==> config.mk <==
export PLATFORM = sky130hd
export DESIGN_NAME = regfile_wb_arbiter
export DESIGN_NICKNAME = d
export VERILOG_FILES = /design/src/rtl/regfile_pkg.sv /design/src/rtl/regfile_wb_arbiter_starve_counter.sv /design/src/rtl/regfile_wb_arbiter.sv
export SDC_FILE = /design/constraint.sdc
export NUM_CORES = 1
export LEC_CHECK = 0
export ABC_AREA = 1
export CORE_AREA = 10 10 89 91
export DETAILED_ROUTE_END_ITERATION = 8
export DIE_AREA = 0 0 99 101
export PLACE_DENSITY = 0.79
export REMOVE_ABC_BUFFERS = 1
export SYNTH_ARGS = -nofsm -noshare
export SYNTH_HDL_FRONTEND = slang
export SYNTH_SLANG_ARGS = --single-unit
==> constraint.sdc <==
create_clock -name clock -period 1.55 [get_ports clock]
set_clock_uncertainty 0.1 [all_clocks]
set_input_delay 0.31 -clock clock [delete_from_list [all_inputs] [get_ports clock]]
set_output_delay 0.31 -clock clock [all_outputs]
set_load 0.005 [all_outputs]
==> src/rtl/regfile_pkg.sv <==
// Shared constants and types for the register-bank writeback arbiter.
package regfile_pkg;

    localparam int RF_DATA_W = 32;
    localparam int RF_ADDR_W = 5;

    // Register 0 is hardwired; writes to it are acknowledged but never committed.
    localparam int ZERO_REG = 0;

    // wb_src encoding
    localparam logic SRC_PIPE = 1'b0;
    localparam logic SRC_MDU  = 1'b1;

    typedef enum logic [1:0] {
        SEL_NONE,
        SEL_PIPE,
        SEL_MDU
    } sel_e;

endpackage

==> src/rtl/regfile_wb_arbiter_starve_counter.sv <==
// Saturating count of consecutive cycles the mult/div writeback has waited;
// at_max tells the arbiter to force it through.
module starve_counter #(
    parameter int MAX = 4
) (
    input  logic clock,
    input  logic reset,
    input  logic clear,
    input  logic inc,
    output logic at_max
);

    localparam int W = $clog2(MAX + 1);

    logic [W-1:0] cnt;

    // NOTE: sequential state uses non-blocking assignments so every flop
    // samples pre-edge values, independent of block ordering.
    always_ff @(posedge clock or posedge reset) begin
        if (reset) begin
            cnt <= '0;
        end else if (clear) begin
            cnt <= '0;
        end else if (inc && !at_max) begin
            cnt <= cnt + 1'b1;
        end
    end

    assign at_max = (cnt == W'(MAX));

endmodule

==> src/rtl/regfile_wb_arbiter.sv <==
// Arbitrates the single regfile write port between the pipeline writeback (A)
// and the mult/div unit (B), with starvation forcing for B and r0 suppression.
module regfile_wb_arbiter
    import regfile_pkg::*;
#(
    parameter int DATA_W     = RF_DATA_W,
    parameter int ADDR_W     = RF_ADDR_W,
    parameter int STARVE_MAX = 4
) (
    input  logic              clock,
    input  logic              reset,
    input  logic              a_valid,
    input  logic [ADDR_W-1:0] a_addr,
    input  logic [DATA_W-1:0] a_data,
    output logic              a_ready,
    input  logic              b_valid,
    input  logic [ADDR_W-1:0] b_addr,
    input  logic [DATA_W-1:0] b_data,
    output logic              b_ready,
    output logic              b_squash,
    output logic              RegWrite,
    output logic [ADDR_W-1:0] wRegAddrs,
    output logic [DATA_W-1:0] wData,
    output logic              wb_src
);

    localparam logic [ADDR_W-1:0] ZERO_ADDR = ADDR_W'(ZERO_REG);

    logic at_max;
    logic force_b;
    logic collide;
    logic a_xfer;
    logic b_xfer;
    sel_e sel;

    starve_counter #(
        .MAX(STARVE_MAX)
    ) u_starve (
        .clock (clock),
        .reset (reset),
        .clear (!b_valid || b_ready),
        .inc   (b_valid && !b_ready),
        .at_max(at_max)
    );

    // A forced B wins even on an address match; A then retries and lands last.
    assign force_b = b_valid && at_max;
    assign collide = a_valid && b_valid && (a_addr == b_addr)
                     && (a_addr != ZERO_ADDR) && !force_b;

    assign a_ready  = !force_b;
    assign b_ready  = !a_valid || force_b || collide;
    assign b_squash = collide;

    assign a_xfer = a_valid && a_ready;
    assign b_xfer = b_valid && b_ready && !collide;

    // NOTE: every always_comb output gets a default first so no path leaves
    // it unassigned, which would infer a latch.
    always_comb begin
        sel = SEL_NONE;
        if (a_xfer) begin
            sel = SEL_PIPE;
        end else if (b_xfer) begin
            sel = SEL_MDU;
        end
    end

    always_ff @(posedge clock or posedge reset) begin
        if (reset) begin
            RegWrite  <= 1'b0;
            wRegAddrs <= '0;
            wData     <= '0;
            wb_src    <= SRC_PIPE;
        end else begin
            case (sel)
                SEL_PIPE: begin
                    RegWrite  <= (a_addr != ZERO_ADDR);
                    wRegAddrs <= a_addr;
                    wData     <= a_data;
                    wb_src    <= SRC_PIPE;
                end
                SEL_MDU: begin
                    RegWrite  <= (b_addr != ZERO_ADDR);
                    wRegAddrs <= b_addr;
                    wData     <= b_data;
                    wb_src    <= SRC_MDU;
                end
                default: begin
                    RegWrite <= 1'b0;
                    wb_src   <= SRC_PIPE;
                end
            endcase
        end
    end

endmodule

==> out/metrics.csv, run 1 <==
stage,metric,value,unit
pwr,Flop pwr share,46.7,%
cells_and_area,FILL cells,566,
drt,vias,2215,
cells_and_area,most frequent cells in the layout,"nand2_1 (82), clkdlybuf4s50_1 (74), nand3_1 (70)",
global_route,first-pass GRT wire length,10900,um
floorplanning,Initial Utilization,32.7,%
cells_and_area,Finished Cell Area,0.00358,mm2
drt,drt pass-1 iters,4,
critical_path,CP max stage delay,0.39,ns
synthesis,Syn. warnings,0,
placement,dpl cell area,0.00339,mm2
placement,post-place setup slack,-0.787,ns
clocking,Clock Pin Slew Worst Setup and Hold Paths,0.08,ns
global_route,Total GRT Usage,13.1,%
critical_path,Critical Path Source Type,flip-flop,
synthesis,"Distinct cells, synth",20,
drt,Post-Route WL,6980,um
critical_path,worst path cell trace,"inv_1, ha_2, nand3_4, nand2_4, inv_4, nand2_4, nor2_4, nand2_2, nand2_1, buf_2",
drt,DR DRC count,0,
critical_path,CP most frequent cell,nand2_4,
timing,Final min period,1.94,ns
drt,First DRT Iteration DRCs,73,
global_route,initial antenna violation count,0,
floorplanning,die width,99,um
cells_and_area,"most common cell after layout, fill and taps aside",nand2_1,
global_route,grt ovf,0,
clocking,Clk Tree Root Cell,clkbuf_8,
placement,GPL Wtd Cong,0.807,
critical_path,CP Buf/Inv Count,3,
cells_and_area,Synth-to-Final Area Change,76.5,%
synthesis,post-synthesis sequential area ratio,51.9,%
floorplanning,Die H,101,um
pwr,switching part of the total power,26.7,%
placement,Post-DP HPWL,5240,um
clocking,CTS tree,done,
drt,wire per inst,14.9,um
critical_path,"delay-heaviest family, CP",simple AND/OR/NAND/NOR gates,
global_route,largest net degree at the start of global routing,44,
clocking,CTS Buffer Depth,2,
worst_hold_path,HP Class,primary input to async pin,
pwr,Max VDD drop,0.438,mV
clocking,Skew-Pair Late Insertion Delay,0.29,ns
critical_path,worst path required time,1.14,ns
cells_and_area,Reg area,0.00105,mm2
critical_path,critical path's slowest cell,dfrtp_1,
timing,RSZ-0062 raised after global routing,true,
synthesis,Mapped Cells,254,
status,status,"complete, but fails checks",
cells_and_area,fraction of layout cells with a size suffix above 1,13.1,%
timing,Worst-Margin Slew,0.441,ns
floorplanning,Ports,120,
pwr,Static Leak,1.74,nW
critical_path,WS Path Type,flip-flop to primary output,
status,failing checks,negative setup slack,
drt,DR vias/cell,4.74,
pwr,pwr dens,741,mW/mm2
job,Max-cap violations,0,
cells_and_area,fin util,57.7,%
critical_path,Worst Path Max Fanout,3,
timing,setup ws final,-0.390,ns
clocking,H-tree depth,2,
timing,Final period util,125,%
synthesis,mapped cell area,0.00203,mm2
global_route,vias in the first global route,2200,
timing,WHS,0.295,ns
placement,port bufs,119,
clocking,CTS buffer count,5,
clocking,CTS Sinks,42,
timing,final number of setup-violating endpoints,45,
pwr,share of total power in combinational logic,25.5,%
timing,final hold violation count,0,
pwr,sw power,0.707,mW
cells_and_area,footprint of the multi-input gates,882,um2
floorplanning,num rows,29,
cells_and_area,# diodes,0,
timing,fmax,515,MHz
timing,Relative slew margins,70.6,%
critical_path,Worst setup EP type,primary output,
timing,Final Max Tran Viols,0,
synthesis,Seq cells post-synth,42,
pwr,Internal Power,1.94,mW
floorplanning,die area,0.0100,mm2
cells_and_area,Final Net Count,469,
floorplanning,Core Box Area,0.00620,mm2
critical_path,"Arr. time, crit path",1.53,ns
synthesis,syn_area_per_cell,7.98,um2
pwr,Clock power frac,27.8,%
drt,Final ANT Viol Nets,0,
## layer usage
layer	global-route usage, %	vias up	part of all wire (%)
met3	5.97	8	9.4
met5	0	-	0
li1	-	1101	-
met4	3.64	0	0.99
met1	14.7	1020	41
met2	21.9	86	48
## power by group through the flow
stage	Clock (mW)	Sequential [mW]	Combinational [mW]
after detailed placement	0	1.26	0.719
after floorplan	0	1.27	0.191
after CTS	0.768	1.24	0.668
after global placement	0	1.26	0.707
after global routing	0.809	1.25	0.743
final	0.738	1.24	0.676
## per-stage QoR
step                      TNS (ns)  instances  power (mW)
final                       -11.84        467        2.65
after global routing        -15.01        467        2.80
after CTS                   -12.53        462        2.67
after detailed placement    -18.51        450        1.98
after global placement      -16.15        450        1.97
after floorplan             -21.70        239        1.47
## flip-flops by register name, indices dropped and copies added (netlist names)
name and flops:
wb_src 1, wData 32, RegWrite 1, u_starve.cnt 3, wRegAddrs 5
## what timing repair did
| item | CTS | global route |
|---|---|---|
| setup endpoints to repair | 82 | 47 |
| gates resized for setup | 60 | 12 |
| hold buffers | 0 | 0 |
| buffers inserted | 4 | 4 |
| pin swaps | 6 | 6 |
| gates cloned | 0 | 1 |
## kinds of logic (layout without fill, tap and decap cells)
logic type / Yosys count / after routing / synth area share (%)
flip-flops: 42 / 42 / 51.9
AO/OA/AOI/OAI: 6 / 6 / 2.10
adder cells (fa/ha/maj): 2 / 2 / 1.23
buffers and inverters: 31 / 167 / 6.85
XOR/XNOR: 1 / 1 / 0.432
AND/OR/NAND/NOR: 172 / 172 / 37.5
## synthesized netlist by cell type
cell type  count  share of area (%)
dfrtp_1       42                 52
ha_1           2                1.2
nand3_1       72                 18
nand2_4        1               0.56
buf_4          1               0.37
buf_2          3               0.74
o21ai_0        1               0.25
nand2_1       85                 16
nor2_4         1               0.56
clkbuf_1       8                1.5
nand4_1        1               0.31
o211ai_1       5                1.9
buf_1          1               0.19
inv_1         15                2.8
nand3_2        1               0.49
inv_2          1               0.19
nor2_1        10                1.9
buf_6          2                1.1
nor3_1         1               0.25
xnor2_1        1               0.43
## final timing paths
check	start	to	slack, ns	depth (start not counted)
worst max-delay path	u_starve.cnt[0]$_DFFE_PP0P_	b_ready	-0.39	10
worst max register to register	u_starve.cnt[0]$_DFFE_PP0P_	wData[4]$_DFFE_PP0P_	-0.30	11
min in group clock	b_valid	u_starve.cnt[2]$_DFFE_PP0P_	0.32	3
worst min register to register	wData[12]$_DFFE_PP0P_	wData[12]$_DFFE_PP0P_	0.42	2
max in group asynchronous	reset	u_starve.cnt[0]$_DFFE_PP0P_	0.84	3
worst min-delay path	reset	wData[12]$_DFFE_PP0P_	0.30	3
## worst reg2reg max path, cell delays in order (launching register included)
cell	delay, ns
dfrtp_1	0.39
inv_1	0.07
ha_2	0.19
nand3_4	0.09
nand2_4	0.09
inv_4	0.04
buf_4	0.15
buf_12	0.14
nor2_4	0.20
buf_12	0.19
nand2_1	0.08
nand3_1	0.07
## final cells by class
class / instances / share of cell area, %
well taps: 77 / 2.69
clock inverters: 2 / 0.350
repair buffers: 143 / 38.9
flip-flops and latches: 42 / 29.4
clock buffers: 6 / 2.31
inverters: 16 / 1.75
multi-input cells: 181 / 24.7
Note: power is estimated with default switching activity, not from simulation.
==> inputs of run 2 (changes only) <==
--- a/constraint.sdc
+++ b/constraint.sdc
@@ -4,2 +4,2 @@
 set_output_delay 0.31 -clock clock [all_outputs]
-set_load 0.005 [all_outputs]
+set_load 0.02 [all_outputs]
==> run 2 against run 1 <==
Against the previous run: the flow still finishes with violations (negative setup slack); worst setup slack got worse by 0.0072 ns; total power grew 6.5%; final area rose by 3.8%; critical path depth is the same; sequential cell count did not move; sequential power about the same; wire length increased by 7.0%; global-route usage is 0.89 points higher; first-iteration DRC count decreased by 21%.
==> out/metrics.csv, run 2 (synthesis results as in run 1) <==
stage,metric,value,unit,change
global_route,Total GRT Usage,14.0,%,+0.89 points
placement,GPL Wtd Cong,0.807,,about the same
placement,port bufs,119,,unchanged
cells_and_area,most flop-heavy register,wData,,
pwr,Static Leak,1.81,nW,+3.8%
worst_hold_path,WHS Path Cells,3,,
critical_path,FF-to-FF path depth,13,,+2
global_route,initial antenna violation count,0,,unchanged
pwr,total power,2.82,mW,+6.5%
timing,RSZ-0062 raised after global routing,true,,
cells_and_area,Layout Cells excl Fill,471,,+0.86%
clocking,Clock Pin Slew Worst Setup and Hold Paths,0.08,ns,about the same
clocking,H-tree depth,2,,unchanged
timing,Final Max Tran Viols,0,,unchanged
pwr,pwr dens,760,mW/mm2,+2.5%
cells_and_area,# diodes,0,,unchanged
cells_and_area,fraction of layout cells with a size suffix above 1,14.2,%,+1.1 points
cells_and_area,top flop regs,"wData (32), wRegAddrs (5), u_starve.cnt (3)",,
clocking,CTS buffer count,5,,unchanged
drt,DR DRC count,0,,unchanged
global_route,vias in the first global route,2314,,+5.2%
floorplanning,die width,99,um,unchanged
drt,vias,2246,,+1.4%
placement,Post-DP HPWL,5250,um,about the same
critical_path,"Arr. time, crit path",1.54,ns,about the same
cells_and_area,"most common cell after layout, fill and taps aside",nand2_1,,
status,failing checks,negative setup slack,,
critical_path,worst path required time,1.14,ns,about the same
pwr,Max VDD drop,0.453,mV,+3.5%
floorplanning,Die H,101,um,unchanged
critical_path,Critical Path Source Type,flip-flop,,
floorplanning,Core Box Area,0.00620,mm2,unchanged
critical_path,Worst setup EP type,primary output,,
worst_hold_path,worst hold endpoint,wRegAddrs[0]$_DFFE_PP0P_,,
floorplanning,Ports,120,,unchanged
worst_hold_path,worst hold start,b_addr[0],,
critical_path,Worst Path Max Fanout,3,,unchanged
timing,setup TNS,-13.15,ns,-1.30 ns
global_route,first-pass GRT wire length,11500,um,+5.4%
timing,final number of setup-violating endpoints,45,,unchanged
timing,Final min period,1.95,ns,+0.00718 ns
timing,Relative slew margins,70.8,%,+0.27 points
critical_path,WS Path Type,flip-flop to primary output,,
floorplanning,Initial Utilization,32.7,%,unchanged
cells_and_area,max reg flops,32,,unchanged
timing,Final period util,126,%,+0.46 points
timing,Worst-Margin Slew,0.437,ns,-0.00409 ns
cells_and_area,Final Net Count,473,,+0.85%
worst_hold_path,HP Class,primary input to flip-flop,,
clocking,Clk Tree Root Cell,clkbuf_8,,
timing,fmax,514,MHz,-0.37%
critical_path,r2r setup slk,-0.36,ns,-0.06 ns
critical_path,R2R Path Start,u_starve.cnt[0]$_DFFE_PP0P_,,
clocking,CTS Buffer Depth,2,,unchanged
timing,WHS,0.236,ns,-0.0595 ns
status,status,"complete, but fails checks",,
cells_and_area,FILL cells,539,,-4.8%
cells_and_area,Synth-to-Final Area Change,83.3,%,
cells_and_area,most frequent cells in the layout,"nand2_1 (80), clkdlybuf4s50_1 (74), nand3_1 (70)",,
global_route,largest net degree at the start of global routing,44,,unchanged
drt,DR vias/cell,4.77,,+0.54%
floorplanning,die area,0.0100,mm2,unchanged
clocking,CTS tree,done,,
drt,Post-Route WL,7470,um,+7.0%
clocking,Skew-Pair Late Insertion Delay,0.29,ns,about the same
floorplanning,num rows,29,,unchanged
placement,placed insts,450,,unchanged
drt,drt pass-1 iters,4,,unchanged
clocking,CTS Sinks,42,,unchanged
drt,Final ANT Viol Nets,0,,unchanged
timing,final hold violation count,0,,unchanged
drt,wire per inst,15.9,um,+6.1%
timing,setup ws final,-0.397,ns,-0.00718 ns
clocking,hold_buf cts,0,,unchanged
job,Max-cap violations,0,,unchanged
global_route,grt ovf,0,,unchanged
critical_path,FF-to-FF End,wData[13]$_DFFE_PP0P_,,
drt,First DRT Iteration DRCs,58,,-21%
[run 2: layout make-up]
class | count | area [um2] | share of cell area [%]
Timing Repair Buffer | 147 | 1520 | 40.9
Clock buffer | 6 | 82.6 | 2.22
Tap cell | 77 | 96.3 | 2.59
Sequential cell | 42 | 1050 | 28.3
Inverter | 16 | 62.6 | 1.68
Multi-Input combinational cell | 181 | 892 | 24.0
Clock inverter | 2 | 12.5 | 0.337
[run 2: critical path, cell delays in order (launching register included)]
cell     delay, ns
dfrtp_1       0.36
inv_1         0.06
ha_2          0.19
nand3_4       0.09
nand2_4       0.06
inv_4         0.07
nand2_4       0.05
nor2_4        0.11
nand2_4       0.08
nand2_2       0.06
buf_6         0.11
[run 2: how the worst max path moves through the flow]
stage,end,slack (ns),startpoint,cells after the start
3_5_place_dp,b_ready,-0.88,b_addr[0],10
5_1_grt,b_ready,-0.48,u_starve.cnt[0]$_DFFE_PP0P_,10
4_1_cts,b_ready,-0.42,u_starve.cnt[1]$_DFFE_PP0P_,10
3_3_place_gp,b_ready,-0.80,b_addr[0],10
2_1_floorplan,wRegAddrs[0]$_DFFE_PP0P_,-0.64,u_starve.cnt[0]$_DFFE_PP0P_,8
6_report,b_ready,-0.40,u_starve.cnt[0]$_DFFE_PP0P_,10
[run 2: where the power goes]
part	switching (mW)	leakage (nW)	internal, mW	total (mW)
combinational	0.415	1.25	0.431	0.845
clock	0.381	0.0472	0.358	0.739
sequential	0.0455	0.513	1.19	1.24
total	0.841	1.81	1.98	2.82
[run 2: what timing repair did]
item                       CTS  global route
setup endpoints to repair   84            45
gates resized for setup     66            14
buffers inserted             7             3
gates cloned                 3             1
pin swaps                    6             9
[run 2: through the flow]
step	setup WS [ns]	instance area [um2]	utilization, %
6_report	-0.397	3720	59.9
5_1_grt	-0.479	3720	59.9
4_1_cts	-0.423	3640	58.7
3_5_place_dp	-0.880	3390	54.6
3_3_place_gp	-0.801	3390	54.6
2_1_floorplan	-0.637	1950	-
[run 2: layer usage]
layer | part of all wire [%] | track usage, % | vias to the layer above | wire, um
met5 | 0 | 0 | - | 0
met4 | 0.76 | 3.31 | 0 | 57
met3 | 8.6 | 5.97 | 6 | 643
met2 | 51 | 23.9 | 82 | 3780
met1 | 40 | 15.7 | 1047 | 3000
li1 | - | - | 1111 | -
==> inputs of run 3 (changes only) <==
CORE_AREA = 2 2 81 83   (was 10 10 89 91)
DIE_AREA = 0 0 83 85   (was 0 0 99 101)
==> run 3 against run 2 <==
Against the previous run: the run still ends with negative setup slack left; clock power rose by 17%; final area rose by 2.1%; count of clock-buffer cells in the layout did not move; via count rose by 0.22%; first-iteration DRC count rose by 59%; register-to-register slack improved by 0.06 ns; critical path type unchanged; critical endpoint unchanged.
==> out/metrics.csv, run 3 (synthesis results as in run 1) <==
stage,metric,value,unit,change
status,status,"complete, but fails checks",,
status,failing checks,negative setup slack,,
timing,Final min period,1.93,ns,-0.0222 ns
drt,First DRT Iteration DRCs,92,,+59%
cells_and_area,fraction of layout cells with a size suffix above 1,17.9,%,+3.7 points
placement,Post-DP HPWL,4320,um,-18%
placement,port bufs,119,,unchanged
clocking,Clock Pin Slew Worst Setup and Hold Paths,0.09,ns,about the same
pwr,Static Leak,1.85,nW,+2.2%
drt,drt pass-1 iters,4,,unchanged
timing,Final Max Tran Viols,0,,unchanged
clocking,CTS buffer count,5,,unchanged
drt,DR vias/cell,4.76,,-0.20%
timing,Relative slew margins,70.4,%,-0.45 points
critical_path,WS Path Type,flip-flop to primary output,,
floorplanning,die width,83,um,-16%
critical_path,Worst Path Max Fanout,3,,unchanged
critical_path,r2r setup slk,-0.30,ns,+0.06 ns
drt,DR DRC count,0,,unchanged
cells_and_area,max reg flops,32,,unchanged
cells_and_area,Synth-to-Final Area Change,87.2,%,
clocking,hold_buf cts,0,,unchanged
worst_hold_path,WHS Path Cells,3,,unchanged
floorplanning,num rows,29,,unchanged
cells_and_area,most frequent cells in the layout,"clkdlybuf4s50_1 (75), nand2_1 (71), nand3_1 (64)",,
drt,vias,2251,,+0.22%
timing,final number of setup-violating endpoints,45,,unchanged
global_route,first-pass GRT wire length,10500,um,-8.8%
critical_path,Critical Path Source Type,flip-flop,,
global_route,vias in the first global route,2253,,-2.6%
cells_and_area,Reg area,0.00105,mm2,unchanged
timing,final hold violation count,0,,unchanged
timing,RSZ-0062 raised after global routing,true,,
drt,Post-Route WL,6540,um,-12%
clocking,CTS Buffer Depth,2,,unchanged
drt,wire per inst,13.8,um,-13%
placement,GPL Wtd Cong,0.826,,+2.4%
timing,fmax,519,MHz,+1.2%
clocking,H-tree depth,2,,unchanged
global_route,initial antenna violation count,0,,unchanged
cells_and_area,most flop-heavy register,wData,,
floorplanning,Core Box Area,0.00620,mm2,unchanged
cells_and_area,"most common cell after layout, fill and taps aside",clkdlybuf4s50_1,,
worst_hold_path,worst hold endpoint,wRegAddrs[0]$_DFFE_PP0P_,,
placement,post-place setup slack,-0.829,ns,+0.0511 ns
global_route,Total GRT Usage,18.6,%,+4.6 points
cells_and_area,# diodes,0,,unchanged
worst_hold_path,worst hold start,b_addr[0],,
global_route,largest net degree at the start of global routing,44,,unchanged
timing,WHS,0.218,ns,-0.0177 ns
cells_and_area,footprint of the multi-input gates,950,um2,+6.5%
critical_path,R2R Path Start,u_starve.cnt[1]$_DFFE_PP0P_,,
drt,Final ANT Viol Nets,0,,unchanged
pwr,pwr dens,779,mW/mm2,+2.6%
timing,Worst-Margin Slew,0.444,ns,+0.00669 ns
cells_and_area,top flop regs,"wData (32), wRegAddrs (5), u_starve.cnt (3)",,
worst_hold_path,HP Class,primary input to flip-flop,,
critical_path,Worst setup EP type,primary output,,
critical_path,FF-to-FF End,wData[28]$_DFFE_PP0P_,,
critical_path,FF-to-FF path depth,13,,unchanged
floorplanning,Die H,85,um,-16%
cells_and_area,fin util,61.2,%,+1.3 points
cells_and_area,FILL cells,542,,+0.56%
floorplanning,die area,0.00706,mm2,-29%
critical_path,"Arr. time, crit path",1.52,ns,-0.02 ns
cells_and_area,Final Net Count,475,,+0.42%
timing,Final period util,124,%,-1.4 points
job,Max-cap violations,0,,unchanged
floorplanning,Initial Utilization,32.7,%,unchanged
critical_path,worst path required time,1.14,ns,about the same
floorplanning,Ports,120,,unchanged
clocking,CTS tree,done,,
placement,dpl cell area,0.00339,mm2,+0.22%
global_route,grt ovf,0,,unchanged
clocking,CTS Sinks,42,,unchanged
clocking,Skew-Pair Late Insertion Delay,0.29,ns,about the same
pwr,Max VDD drop,0.363,mV,-20%
timing,setup ws final,-0.375,ns,+0.0222 ns
cells_and_area,Finished Cell Area,0.00379,mm2,+2.1%
clocking,Clk Tree Root Cell,clkbuf_8,,
==> run 3: changes by cell type in the layout (fill, tap and decap cells not counted), sizes merged <==
cell and change:
clkbuf -1, clkinv -1, buf +4, bufinv +1
bufbuf -1, dlymetal6s2s -1, clkdlybuf4s50 +1
==> run 3: per-layer routing <==
layer  wire [um]  part of all wire [%]  global-route usage, %
met5           0                     0                      0
met4         137                   2.1                   6.56
met3         360                   5.5                   3.89
met2        3310                    51                   33.1
met1        2730                    42                   22.3
==> run 3: what timing repair did <==
item,in CTS,in global routing
cloned,4,0
setup endpoints to repair,84,45
pin swaps,4,6
buffers inserted,8,4
resized for setup,82,15
==> run 3: critical path, stage by stage, from the launching register on <==
cell and delay (ns):
dfrtp_1 0.38, inv_1 0.06, ha_2 0.18, nand3_4 0.08, nand2_4 0.10, inv_4 0.05
nand2_2 0.05, nor2_2 0.04, nand2_2 0.09, nand2_2 0.06, buf_6 0.12
==> run 3: how the worst max path moves through the flow <==
stage                                      from                        to  slack (ns)  cells past startpoint
global route        u_starve.cnt[1]$_DFFE_PP0P_                   b_ready       -0.45                     10
global placement                      b_addr[0]                   b_ready       -0.81                     10
CTS                 u_starve.cnt[0]$_DFFE_PP0P_                   b_ready       -0.41                     10
finish              u_starve.cnt[1]$_DFFE_PP0P_                   b_ready       -0.38                     10
detailed placement                    b_addr[0]                   b_ready       -0.83                     10
floorplan           u_starve.cnt[0]$_DFFE_PP0P_  wRegAddrs[0]$_DFFE_PP0P_       -0.64                      8
==> run 3: area by class of cell <==
cell class	instances	area share, %
clock buffers	6	1.91
clock inverters	2	0.989
inverters	16	1.65
multi-input cells	181	25.0
flip-flops and latches	42	27.7
well taps	77	2.54
repair buffers	149	40.2
==> run 3: where the power goes <==
part | internal [mW] | switching [mW] | total [mW]
Sequential | 1.19 | 0.0480 | 1.24
Clock | 0.481 | 0.382 | 0.863
Combinational | 0.437 | 0.416 | 0.853
==> run 3: through the flow <==
stage | power, mW | std cells | TNS (ns)
final | 2.96 | 473 | -10.77
after global placement | 2.08 | 451 | -21.39
after CTS | 2.98 | 471 | -11.87
after detailed placement | 2.09 | 451 | -22.69
after floorplan | 1.58 | 239 | -26.13
after global routing | 3.09 | 473 | -14.13
==> patch, RTL diff (flow settings as in run 2) <==
The package constant `RF_ADDR_W` goes from 5 to 6.
--- a/src/rtl/regfile_pkg.sv
+++ b/src/rtl/regfile_pkg.sv
@@ -2,7 +2,7 @@
 package regfile_pkg;
 
     localparam int RF_DATA_W = 32;
-    localparam int RF_ADDR_W = 5;
+    localparam int RF_ADDR_W = 6;
 
     // Register 0 is hardwired; writes to it are acknowledged but never committed.
     localparam int ZERO_REG = 0;
Ports: changed (resized a_addr, b_addr and wRegAddrs); port bits go from 120 to 123. No check against the original RTL was run, so the function may have changed too.
==> patch against run 2 <==
- power grew 14%
- global-route usage grew 1.8 points
- routed wire length grew 11%
- via count grew 8.3%
- synthesized area grew 5.4%
- setup slack gained 0.014 ns
- clock power grew 38%
- sequential cell count grew 1
- combinational power grew 9.2%
- the flow still finishes with violations (negative setup slack)
- cell area grew 9.3%
- critical path depth is the same
==> patch: results <==
[outcome]
status = "finished, violations left"
violations = "negative setup slack"

[global_routing]
use_met2_pct = 27.71
grt_usage_pct = 15.80
grtUsageMet3_pct = 6.927
grt_util_met1_pct = 17.02
grt_pass1_vias = 2630
grt_max_degree = 45
grt_pass1_wl_mm = 13.05

[synth]
synth-compound-area-share_pct = 2.459
ys_seq_area_share_pct = 50.35
synth_area_leaders = "dfrtp_1 50%, nand3_1 17%, nand2_1 16%, inv_1 2.6%, nor2_1 2.3%"
synth_xor_area_share_pct = 0.4098
synth.distinct_cells = 18
ys_top_cells_by_count = "93 x nand2_1, 74 x nand3_1, 43 x dfrtp_1"

[detailed_routing]
wirelength_mm = 8.270
drt_iter0_drc = 86

[worst_setup_path]
arrival_ns = 1.52

[cells_and_area]
n_fill_cell = 530
top_regs = "wData (32), wRegAddrs (6), u_starve.cnt (3)"
drive_gt1_share_pct = 24.77

[pwr]
power_leakage_nw = 2.012

[place]
io_buffers = 122
place_ws_ns = -0.9170
place_congestion = 0.9059

[sta]
setup_ws_ns = -0.3830
slew-limit-headroom_pct = 68.72
setup_viol = 46
setup_tns_ns = -12.98

[hold_path]
hold_class = "in -> async"
[patch: power groups by stage]
stage	clock [mW]	combinational, mW	sequential, mW
finish	1.02	0.923	1.27
detailed placement	0	0.901	1.30
global placement	0	0.888	1.29
CTS	1.05	0.899	1.27
global route	1.09	0.999	1.29
floorplan	0	0.211	1.42
[patch: timing repair]
| action | in CTS | in global routing |
|---|---|---|
| pin swaps | 8 | 5 |
| buffers inserted | 16 | 4 |
| cloned | 4 | 0 |
| hold buffers | 0 | 0 |
| endpoints found under the setup margin | 86 | 46 |
| resized for setup | 90 | 59 |
[patch: worst paths after layout]
check	from	to	slack (ns)	depth (start not counted)
max	u_starve.cnt[1]	b_ready	-0.38	10
min	reset	wData[20]	0.28	3
max reg2reg	u_starve.cnt[1]	wData[7]	-0.35	12
min reg2reg	wData[23]	wData[23]	0.43	2
max in group asynchronous	reset	wRegAddrs[4]	0.87	3
min in group clock	b_addr[0]	wRegAddrs[0]	0.34	3
[patch: logic make-up after synthesis]
family          count (synthesis)
compound gates                  7
simple gates                  188
xor+xnor                        1
buf+inv                        31
fa+ha+maj                       2
flops                          43
[patch: area by class of cell]
class	instances	area, sq um	share of cell area, %
flip-flops and latches	43	1076	26.49
multi-input cells	198	1105	27.20
clock inverters	2	60.06	1.479
well taps	77	96.34	2.372
clock buffers	6	72.57	1.787
inverters	16	62.56	1.540
repair buffers	163	1589	39.12
[patch: per-layer routing]
layer	vias up	part of all wire [%]	routed length, um
met4	0	1.5	120
li1	1201	-	-
met5	-	0	0
met1	1131	40	3286
met3	12	8.6	708
met2	89	50	4154
[patch: through the flow]
step / area [sq um] / instances
CTS: 3943 / 509
global route: 4061 / 505
detailed placement: 3607 / 482
floorplan: 2057 / 257
global placement: 3607 / 482
finish: 4061 / 505
